===== src/rtl/clkgate_idle_ctrl_if.sv =====
// ---------------------------------------------------------------------------
// clkgate_idle_ctrl_if
// Bundles the activity, override, threshold, wake handshake and gate-enable
// signals of the idle-detect clock-gate controller.
//   master : the gated domain / software side (drives activity and requests)
//   slave  : the controller (drives E, GATED, WAKE_ACK and statistics)
// Optional feature macro: CLKGATE_STAT_EN adds GATED_CNT and parameter CNTW.
// ---------------------------------------------------------------------------
interface clkgate_idle_ctrl_if #(
  parameter int CW = 8
`ifdef CLKGATE_STAT_EN
  ,
  parameter int CNTW = 16
`endif
);

  logic            BUSY;
  logic            FORCE_ON;
  logic [CW-1:0]   IDLE_THRESH;
  logic            WAKE_REQ;
  logic            WAKE_ACK;
  logic            E;
  logic            GATED;
`ifdef CLKGATE_STAT_EN
  logic [CNTW-1:0] GATED_CNT;
`endif

  // Requester / gated-domain side
  modport master (
    output BUSY,
    output FORCE_ON,
    output IDLE_THRESH,
    output WAKE_REQ,
    input  WAKE_ACK,
    input  E,
    input  GATED
`ifdef CLKGATE_STAT_EN
    ,
    input  GATED_CNT
`endif
  );

  // Controller side
  modport slave (
    input  BUSY,
    input  FORCE_ON,
    input  IDLE_THRESH,
    input  WAKE_REQ,
    output WAKE_ACK,
    output E,
    output GATED
`ifdef CLKGATE_STAT_EN
    ,
    output GATED_CNT
`endif
  );

endinterface


===== src/rtl/clkgate_idle_ctrl.sv =====
// ---------------------------------------------------------------------------
// clkgate_idle_ctrl
// Idle-detect controller driving the E pin of an integrated clock gate.
// Counts consecutive idle cycles of the gated domain and drops E once the
// programmable threshold is reached; raises E again on activity, software
// override or a four-phase wake request, and acknowledges the request once
// the gated clock has been running for WAKE_CYC cycles.
// Runs on the free-running clock that also feeds the ICG CLK pin.
// Optional feature macro: CLKGATE_STAT_EN (saturating gated-cycle counter
// GATED_CNT of width CNTW).
// ---------------------------------------------------------------------------
module clkgate_idle_ctrl #(
  parameter int CW       = 8,
  parameter int WAKE_CYC = 2
`ifdef CLKGATE_STAT_EN
  ,
  parameter int CNTW     = 16
`endif
) (
  input  logic                CLK,
  input  logic                RN,
  clkgate_idle_ctrl_if.slave  bus
);

  // ON    : clock running, no idle streak in progress
  // COUNT : clock running, idle streak being counted
  // OFF   : clock gated
  // WAKE  : clock re-enabled, waiting for it to settle before returning to ON
  typedef enum logic [1:0] {
    ST_ON    = 2'd0,
    ST_COUNT = 2'd1,
    ST_OFF   = 2'd2,
    ST_WAKE  = 2'd3
  } state_t;

  // Wake counter only has to reach WAKE_CYC-1.
  localparam int            WW        = (WAKE_CYC > 1) ? $clog2(WAKE_CYC) : 1;
  localparam logic [WW-1:0] WAKE_LAST = WW'(WAKE_CYC - 1);
  localparam logic [CW-1:0] IDLE_MAX  = {CW{1'b1}};

  // Saturating increment for the idle counter.
  function automatic logic [CW-1:0] idle_sat_inc(input logic [CW-1:0] val);
    logic [CW-1:0] res;
    if (val == IDLE_MAX) begin
      res = IDLE_MAX;
    end else begin
      res = val + CW'(1'b1);
    end
    return res;
  endfunction

  state_t        r_state;
  state_t        w_state_nxt;
  logic [CW-1:0] r_idle_cnt;
  logic [CW-1:0] w_idle_cnt_nxt;
  logic [WW-1:0] r_wake_cnt;
  logic [WW-1:0] w_wake_cnt_nxt;

  logic          r_e;
  logic          r_gated;
  logic          r_wake_ack;

  logic          w_idle;
  logic          w_wake;
  logic [CW-1:0] w_thresh_m1;
  logic          w_thresh_hit;

  // A zero threshold disables gating entirely, so it never counts as idle.
  assign w_idle = !bus.BUSY && !bus.FORCE_ON && !bus.WAKE_REQ &&
                  (bus.IDLE_THRESH != {CW{1'b0}});
  assign w_wake = bus.BUSY || bus.FORCE_ON || bus.WAKE_REQ;

  // Greater-or-equal so a threshold lowered mid-count gates on the next edge.
  // THRESH-1 only matters when THRESH!=0 (w_idle already excludes zero).
  assign w_thresh_m1  = bus.IDLE_THRESH - CW'(1'b1);
  assign w_thresh_hit = (r_idle_cnt >= w_thresh_m1);

  // Next-state and counter update logic for the gating FSM.
  always_comb begin
    w_state_nxt    = r_state;
    w_idle_cnt_nxt = r_idle_cnt;
    w_wake_cnt_nxt = r_wake_cnt;
    case (r_state)
      ST_ON: begin
        if (w_idle) begin
          w_state_nxt    = ST_COUNT;
          w_idle_cnt_nxt = {CW{1'b0}};
        end else begin
          w_state_nxt    = ST_ON;
        end
      end
      ST_COUNT: begin
        // Activity wins over threshold expiry in the same cycle.
        if (!w_idle) begin
          w_state_nxt    = ST_ON;
          w_idle_cnt_nxt = {CW{1'b0}};
        end else if (w_thresh_hit) begin
          w_state_nxt    = ST_OFF;
          w_idle_cnt_nxt = {CW{1'b0}};
        end else begin
          w_state_nxt    = ST_COUNT;
          w_idle_cnt_nxt = idle_sat_inc(r_idle_cnt);
        end
      end
      ST_OFF: begin
        if (w_wake) begin
          w_state_nxt    = ST_WAKE;
          w_wake_cnt_nxt = {WW{1'b0}};
        end else begin
          w_state_nxt    = ST_OFF;
        end
      end
      ST_WAKE: begin
        // No path back to OFF: the wake sequence always completes.
        if (r_wake_cnt == WAKE_LAST) begin
          w_state_nxt    = ST_ON;
          w_wake_cnt_nxt = {WW{1'b0}};
        end else begin
          w_state_nxt    = ST_WAKE;
          w_wake_cnt_nxt = r_wake_cnt + WW'(1'b1);
        end
      end
      default: begin
        w_state_nxt    = ST_ON;
        w_idle_cnt_nxt = {CW{1'b0}};
        w_wake_cnt_nxt = {WW{1'b0}};
      end
    endcase
  end

  // FSM state and counter registers; reset returns to ON.
  always_ff @(posedge CLK or negedge RN) begin
    if (!RN) begin
      r_state    <= ST_ON;
      r_idle_cnt <= {CW{1'b0}};
      r_wake_cnt <= {WW{1'b0}};
    end else begin
      r_state    <= w_state_nxt;
      r_idle_cnt <= w_idle_cnt_nxt;
      r_wake_cnt <= w_wake_cnt_nxt;
    end
  end

  // Output flops decoded from the state being entered, so E is glitch-free
  // and asynchronously forced high on reset (the ICG latches E while CLK low).
  always_ff @(posedge CLK or negedge RN) begin
    if (!RN) begin
      r_e        <= 1'b1;
      r_gated    <= 1'b0;
      r_wake_ack <= 1'b0;
    end else begin
      r_e        <= (w_state_nxt != ST_OFF);
      r_gated    <= (w_state_nxt == ST_OFF);
      r_wake_ack <= bus.WAKE_REQ && (w_state_nxt == ST_ON);
    end
  end

  assign bus.E        = r_e;
  assign bus.GATED    = r_gated;
  assign bus.WAKE_ACK = r_wake_ack;

`ifdef CLKGATE_STAT_EN
  localparam logic [CNTW-1:0] GCNT_MAX = {CNTW{1'b1}};

  logic [CNTW-1:0] r_gated_cnt;

  // Saturating count of edges spent in OFF; cleared only by reset.
  always_ff @(posedge CLK or negedge RN) begin
    if (!RN) begin
      r_gated_cnt <= {CNTW{1'b0}};
    end else if ((r_state == ST_OFF) && (r_gated_cnt != GCNT_MAX)) begin
      r_gated_cnt <= r_gated_cnt + CNTW'(1'b1);
    end else begin
      r_gated_cnt <= r_gated_cnt;
    end
  end

  assign bus.GATED_CNT = r_gated_cnt;
`endif

endmodule


===== src/flat_wrapper.sv =====
// flat-port wrapper written by rule: the top's interface ports become plain ports
module clkgate_idle_ctrl_flat 
#(
  parameter int CW       = 8,
  parameter int WAKE_CYC = 2

)
  (CLK, RN, bus_BUSY, bus_FORCE_ON, bus_IDLE_THRESH, bus_WAKE_REQ, bus_WAKE_ACK, bus_E, bus_GATED);
  clkgate_idle_ctrl_if #(.CW(CW)) bus_i ();
  input  logic CLK;
  input  logic RN;
  input wire logic [$bits(bus_i.BUSY)-1:0] bus_BUSY;
  input wire logic [$bits(bus_i.FORCE_ON)-1:0] bus_FORCE_ON;
  input wire logic [$bits(bus_i.IDLE_THRESH)-1:0] bus_IDLE_THRESH;
  input wire logic [$bits(bus_i.WAKE_REQ)-1:0] bus_WAKE_REQ;
  output wire logic [$bits(bus_i.WAKE_ACK)-1:0] bus_WAKE_ACK;
  output wire logic [$bits(bus_i.E)-1:0] bus_E;
  output wire logic [$bits(bus_i.GATED)-1:0] bus_GATED;
  assign bus_i.BUSY = bus_BUSY;
  assign bus_i.FORCE_ON = bus_FORCE_ON;
  assign bus_i.IDLE_THRESH = bus_IDLE_THRESH;
  assign bus_i.WAKE_REQ = bus_WAKE_REQ;
  assign bus_WAKE_ACK = bus_i.WAKE_ACK;
  assign bus_E = bus_i.E;
  assign bus_GATED = bus_i.GATED;
  clkgate_idle_ctrl #(.CW(CW), .WAKE_CYC(WAKE_CYC)) u_core (.CLK(CLK), .RN(RN), .bus(bus_i));
endmodule

===== config.mk =====
export PLATFORM = sky130hd
export DESIGN_NAME = clkgate_idle_ctrl_flat
export DESIGN_NICKNAME = d
export VERILOG_FILES = /design/src/rtl/clkgate_idle_ctrl_if.sv /design/src/rtl/clkgate_idle_ctrl.sv /design/src/flat_wrapper.sv
export SDC_FILE = /design/constraint.sdc
export NUM_CORES = 1
export LEC_CHECK = 0
export CAP_MARGIN = 20
export CORE_UTILIZATION = 50
export CTS_CLUSTER_DIAMETER = 150
export DETAILED_ROUTE_END_ITERATION = 7
export HOLD_SLACK_MARGIN = 0.05
export PLACE_DENSITY = 0.83
export SKIP_LAST_GASP = 1
export SLEW_MARGIN = 5
export SYNTH_ARGS = -nofsm -noshare
export SYNTH_HDL_FRONTEND = slang
export SYNTH_SLANG_ARGS = --single-unit

===== constraint.sdc =====
create_clock -name CLK -period 4.2 [get_ports CLK]
set_input_delay 0.63 -clock CLK [delete_from_list [all_inputs] [get_ports CLK]]
set_output_delay 0.63 -clock CLK [all_outputs]
set_load 0.02 [all_outputs]

==> impl_metrics.tcl <==
set metrics [dict create \
    grt_pass1_wl_mm 3.477 \
    grt_max_degree 15 \
    clock_latency_ns 0.28 \
    synth_edf_count 0 \
    slew_headroom_pct 57.76 \
    dr.pass1.iters 4 \
    min_period_ns 2.928 \
    rsz0062_at_grt "no" \
    htree_num_levels 1 \
    synthMuxAreaShare_pct 0 \
    cts_sinks 14 \
    synth_compound_area_share_pct 18.09 \
    grt_use_total_pct 21.95 \
    setup_viol 0 \
    yosysSeqAreaShare_pct 33.90 \
    start_util_pct 52.87 \
    path_class "in -> reg" \
    worst_pin_slew_ns 0.6323 \
    num_antenna_cells 0 \
    hold_viol 0 \
    worstPathArrival_ns 3.10 \
    p_leak_nw 0.5422 \
    timing.fmax_ghz 0.3415 \
    path_cells "clkdlybuf4s50_1 -> nor4_2 -> nand2_1 -> xor2_1 -> ha_1 -> nand2_1 -> nor4_1 -> a21oi_4 -> nand2_1 -> o21ai_1" \
    drc 0 \
    crit_required_ns 4.37 \
    cts_resized 0 \
    area_delta_synth_final_pct 20.87 \
    dp.cells 156 \
    slew_viol_final 0 \
    ys_warn_count 0 \
    ys_types 32 \
    ir_worst_vdd_v 0.0001582 \
    drv_cap 0 \
    antenna_left 0 \
    syn_area_per_cell_um2 9.020 \
    overflow 0 \
    stdcell_count 160 \
    path_delay_family "simple AND/OR/NAND/NOR gates" \
    max_stage_delay_ns 0.48 \
    die_w_um 47.55 \
    synth_top_family_by_area "simple AND/OR/NAND/NOR gates" \
    port_buffers 15 \
    postSynth.asyncResetShare_pct 100.0 \
    die_area_um2 2261 \
    synth_top_cell_by_area "dfrtp_1" \
    cp_slowest_cell "clkdlybuf4s50_1" \
    root_buffer "clkbuf_4" \
    antenna_found_initial 0 \
    status "finished clean" \
    path_clk_slew_ns 0.09 \
    hold_buffers 0 \
    ios 16 \
    synth_ff_type "dfrtp_1" \
    nets 158 \
    hold_start "u_core.r_wake_cnt$_DFFE_PN0P_" \
    dp_slack_ns 0.9824 \
    syn_nets 139 \
    finish.utilization_pct 63.90 \
    numCtsBuffers 3 \
    endpoint_kind "flip-flop" \
    crit_top_cell "nand2_1" \
    fp.coreArea_um2 1962 \
    vias_per_cell 5.388 \
    min_period_over_period_pct 69.72 \
    power_density_nw_per_um2 227.6 \
    num_rows 16 \
    tns_ns 0 \
    die_y_um 47.55 \
    cp_max_fo 10 \
    n_fill_cell 185 \
    grt_pass1_vias 863 \
    r2r_start "u_core.r_idle_cnt[0]$_DFFE_PN0P_" \
    synthTopCellsByArea "dfrtp_1, ha_1, nand2_1" \
    wl_per_cell_um 12.77 \
    vias 862 \
    gp_congestion 0.8256 \
    yosysTopAreaCellShare_pct 31.36 \
    synth_xor_area_share_pct 7.600 \
    yosys.area_share.simple_pct 24.97 \
    multi_input_area_um2 663.1 \
    cts_tree "yes" \
    startpoint "bus_IDLE_THRESH[5]" \
    wl_mm 2.043 \
    ys_ff_latch 14 \
    cts_setup_buffers 0 \
    drive_gt1_share_pct 8.271 \
    seq_area_um2 351.6 \
    worstSetupStartpointType "primary input" \
    worst_clock_skew_ns 0.008725 \
    fin_ws_ns 1.272 \
    synthCells 115 \
    drtIter0Drc 18 \
    hpwlAfterDp_mm 1.661 \
    path_buf_inv 1 \
    hold_class "reg -> reg" \
    syn_area_um2 1037 \
    synthAdderAreaFrac_pct 13.27 \
    max-clock-path-buffers 2 \
]
[cells by family after synthesis]
group	count (synthesis)
AOI/OAI and AO/OA	26
DFF	14
xor gates and xnor gates	9
buffers and inverters	6
and+or+nand+nor	49
adders and majority gates	11
[flip-flops by register name, summed over array words and instances (netlist names)]
| name | flops |
|---|---|
| u_core.bus.E | 1 |
| u_core.bus.GATED | 1 |
| u_core.bus.WAKE_ACK | 1 |
| u_core.r_idle_cnt | 8 |
| u_core.r_state | 2 |
| u_core.r_wake_cnt | 1 |
[layer usage]
metal / up-vias / GRT usage (%) / wire length (um)
met5: - / 0 / 0
met4: 0 / 8.889 / 19
met3: 2 / 3.774 / 66
met2: 24 / 38.63 / 1003
met1: 392 / 26.44 / 954
li1: 444 / - / -
[worst reg2reg max path, cell delays in order (launching register included)]
cell,delay (ns)
dfrtp_1,0.41
inv_1,0.06
ha_1,0.26
nand2b_1,0.14
a2111o_1,0.46
a21oi_4,0.30
nand2_1,0.19
o21ai_1,0.18
[layout make-up]
| cell class | count | share of cell area [%] |
|---|---|---|
| flip-flops and latches | 14 | 28.04 |
| clock buffers | 4 | 2.894 |
| multi-input cells | 95 | 52.89 |
| inverters | 5 | 1.497 |
| repair buffers | 15 | 11.98 |
| well taps | 27 | 2.695 |
[stage by stage]
stage | instance area (um2) | power [mW] | hold WS (ns)
floorplan | 1037 | 0.1668 | 0.3344
global placement | 1217 | 0.1882 | 0.4999
detailed placement | 1217 | 0.1907 | 0.5133
CTS | 1254 | 0.2875 | 0.5310
global route | 1254 | 0.3017 | 0.5888
finish | 1254 | 0.2853 | 0.5242
[final timing paths]
path                                                     to  depth (start not counted)  slack, ns
max                        u_core.r_idle_cnt[2]$_DFFE_PN0P_                         10       1.27
min                           u_core.r_wake_cnt$_DFFE_PN0P_                          2       0.52
max reg2reg                u_core.r_idle_cnt[2]$_DFFE_PN0P_                          7       2.13
min reg2reg                   u_core.r_wake_cnt$_DFFE_PN0P_                          2       0.52
max in group asynchronous     u_core.r_wake_cnt$_DFFE_PN0P_                          1       3.05
min in group asynchronous  u_core.r_idle_cnt[3]$_DFFE_PN0P_                          1       0.73
[synthesized netlist by cell type, drive strengths merged, types with 2 or more instances]
master,n
ha,11
inv,5
and3,2
dfrtp,13
xor2,4
o21ai,9
a31oi,7
nand3,3
a21oi,4
nand2b,4
or3,3
nor2,14
xnor2,5
nor3,2
nor4,3
nand2,15
[report_power, final]
| part | internal [mW] | total (mW) | switching (mW) | leakage (nW) |
|---|---|---|---|---|
| clock network | 0.0527 | 0.0976 | 0.0450 | 0.0210 |
| logic | 0.0242 | 0.0485 | 0.0243 | 0.337 |
| registers | 0.137 | 0.139 | 0.00201 | 0.184 |
| total | 0.214 | 0.285 | 0.0713 | 0.542 |
[cell usage in the layout (no fill, tap or decap), types with 4 or more instances in the layout]
cell / count
clkdlybuf4s50_1: 15
dfrtp_1: 13
nand2_1: 15
xnor2_1: 5
o21ai_1: 6
xor2_1: 4
nor2_1: 14
a31oi_1: 6
ha_1: 11
inv_1: 5
nand2b_1: 4
(Power assumes the default switching activity.)
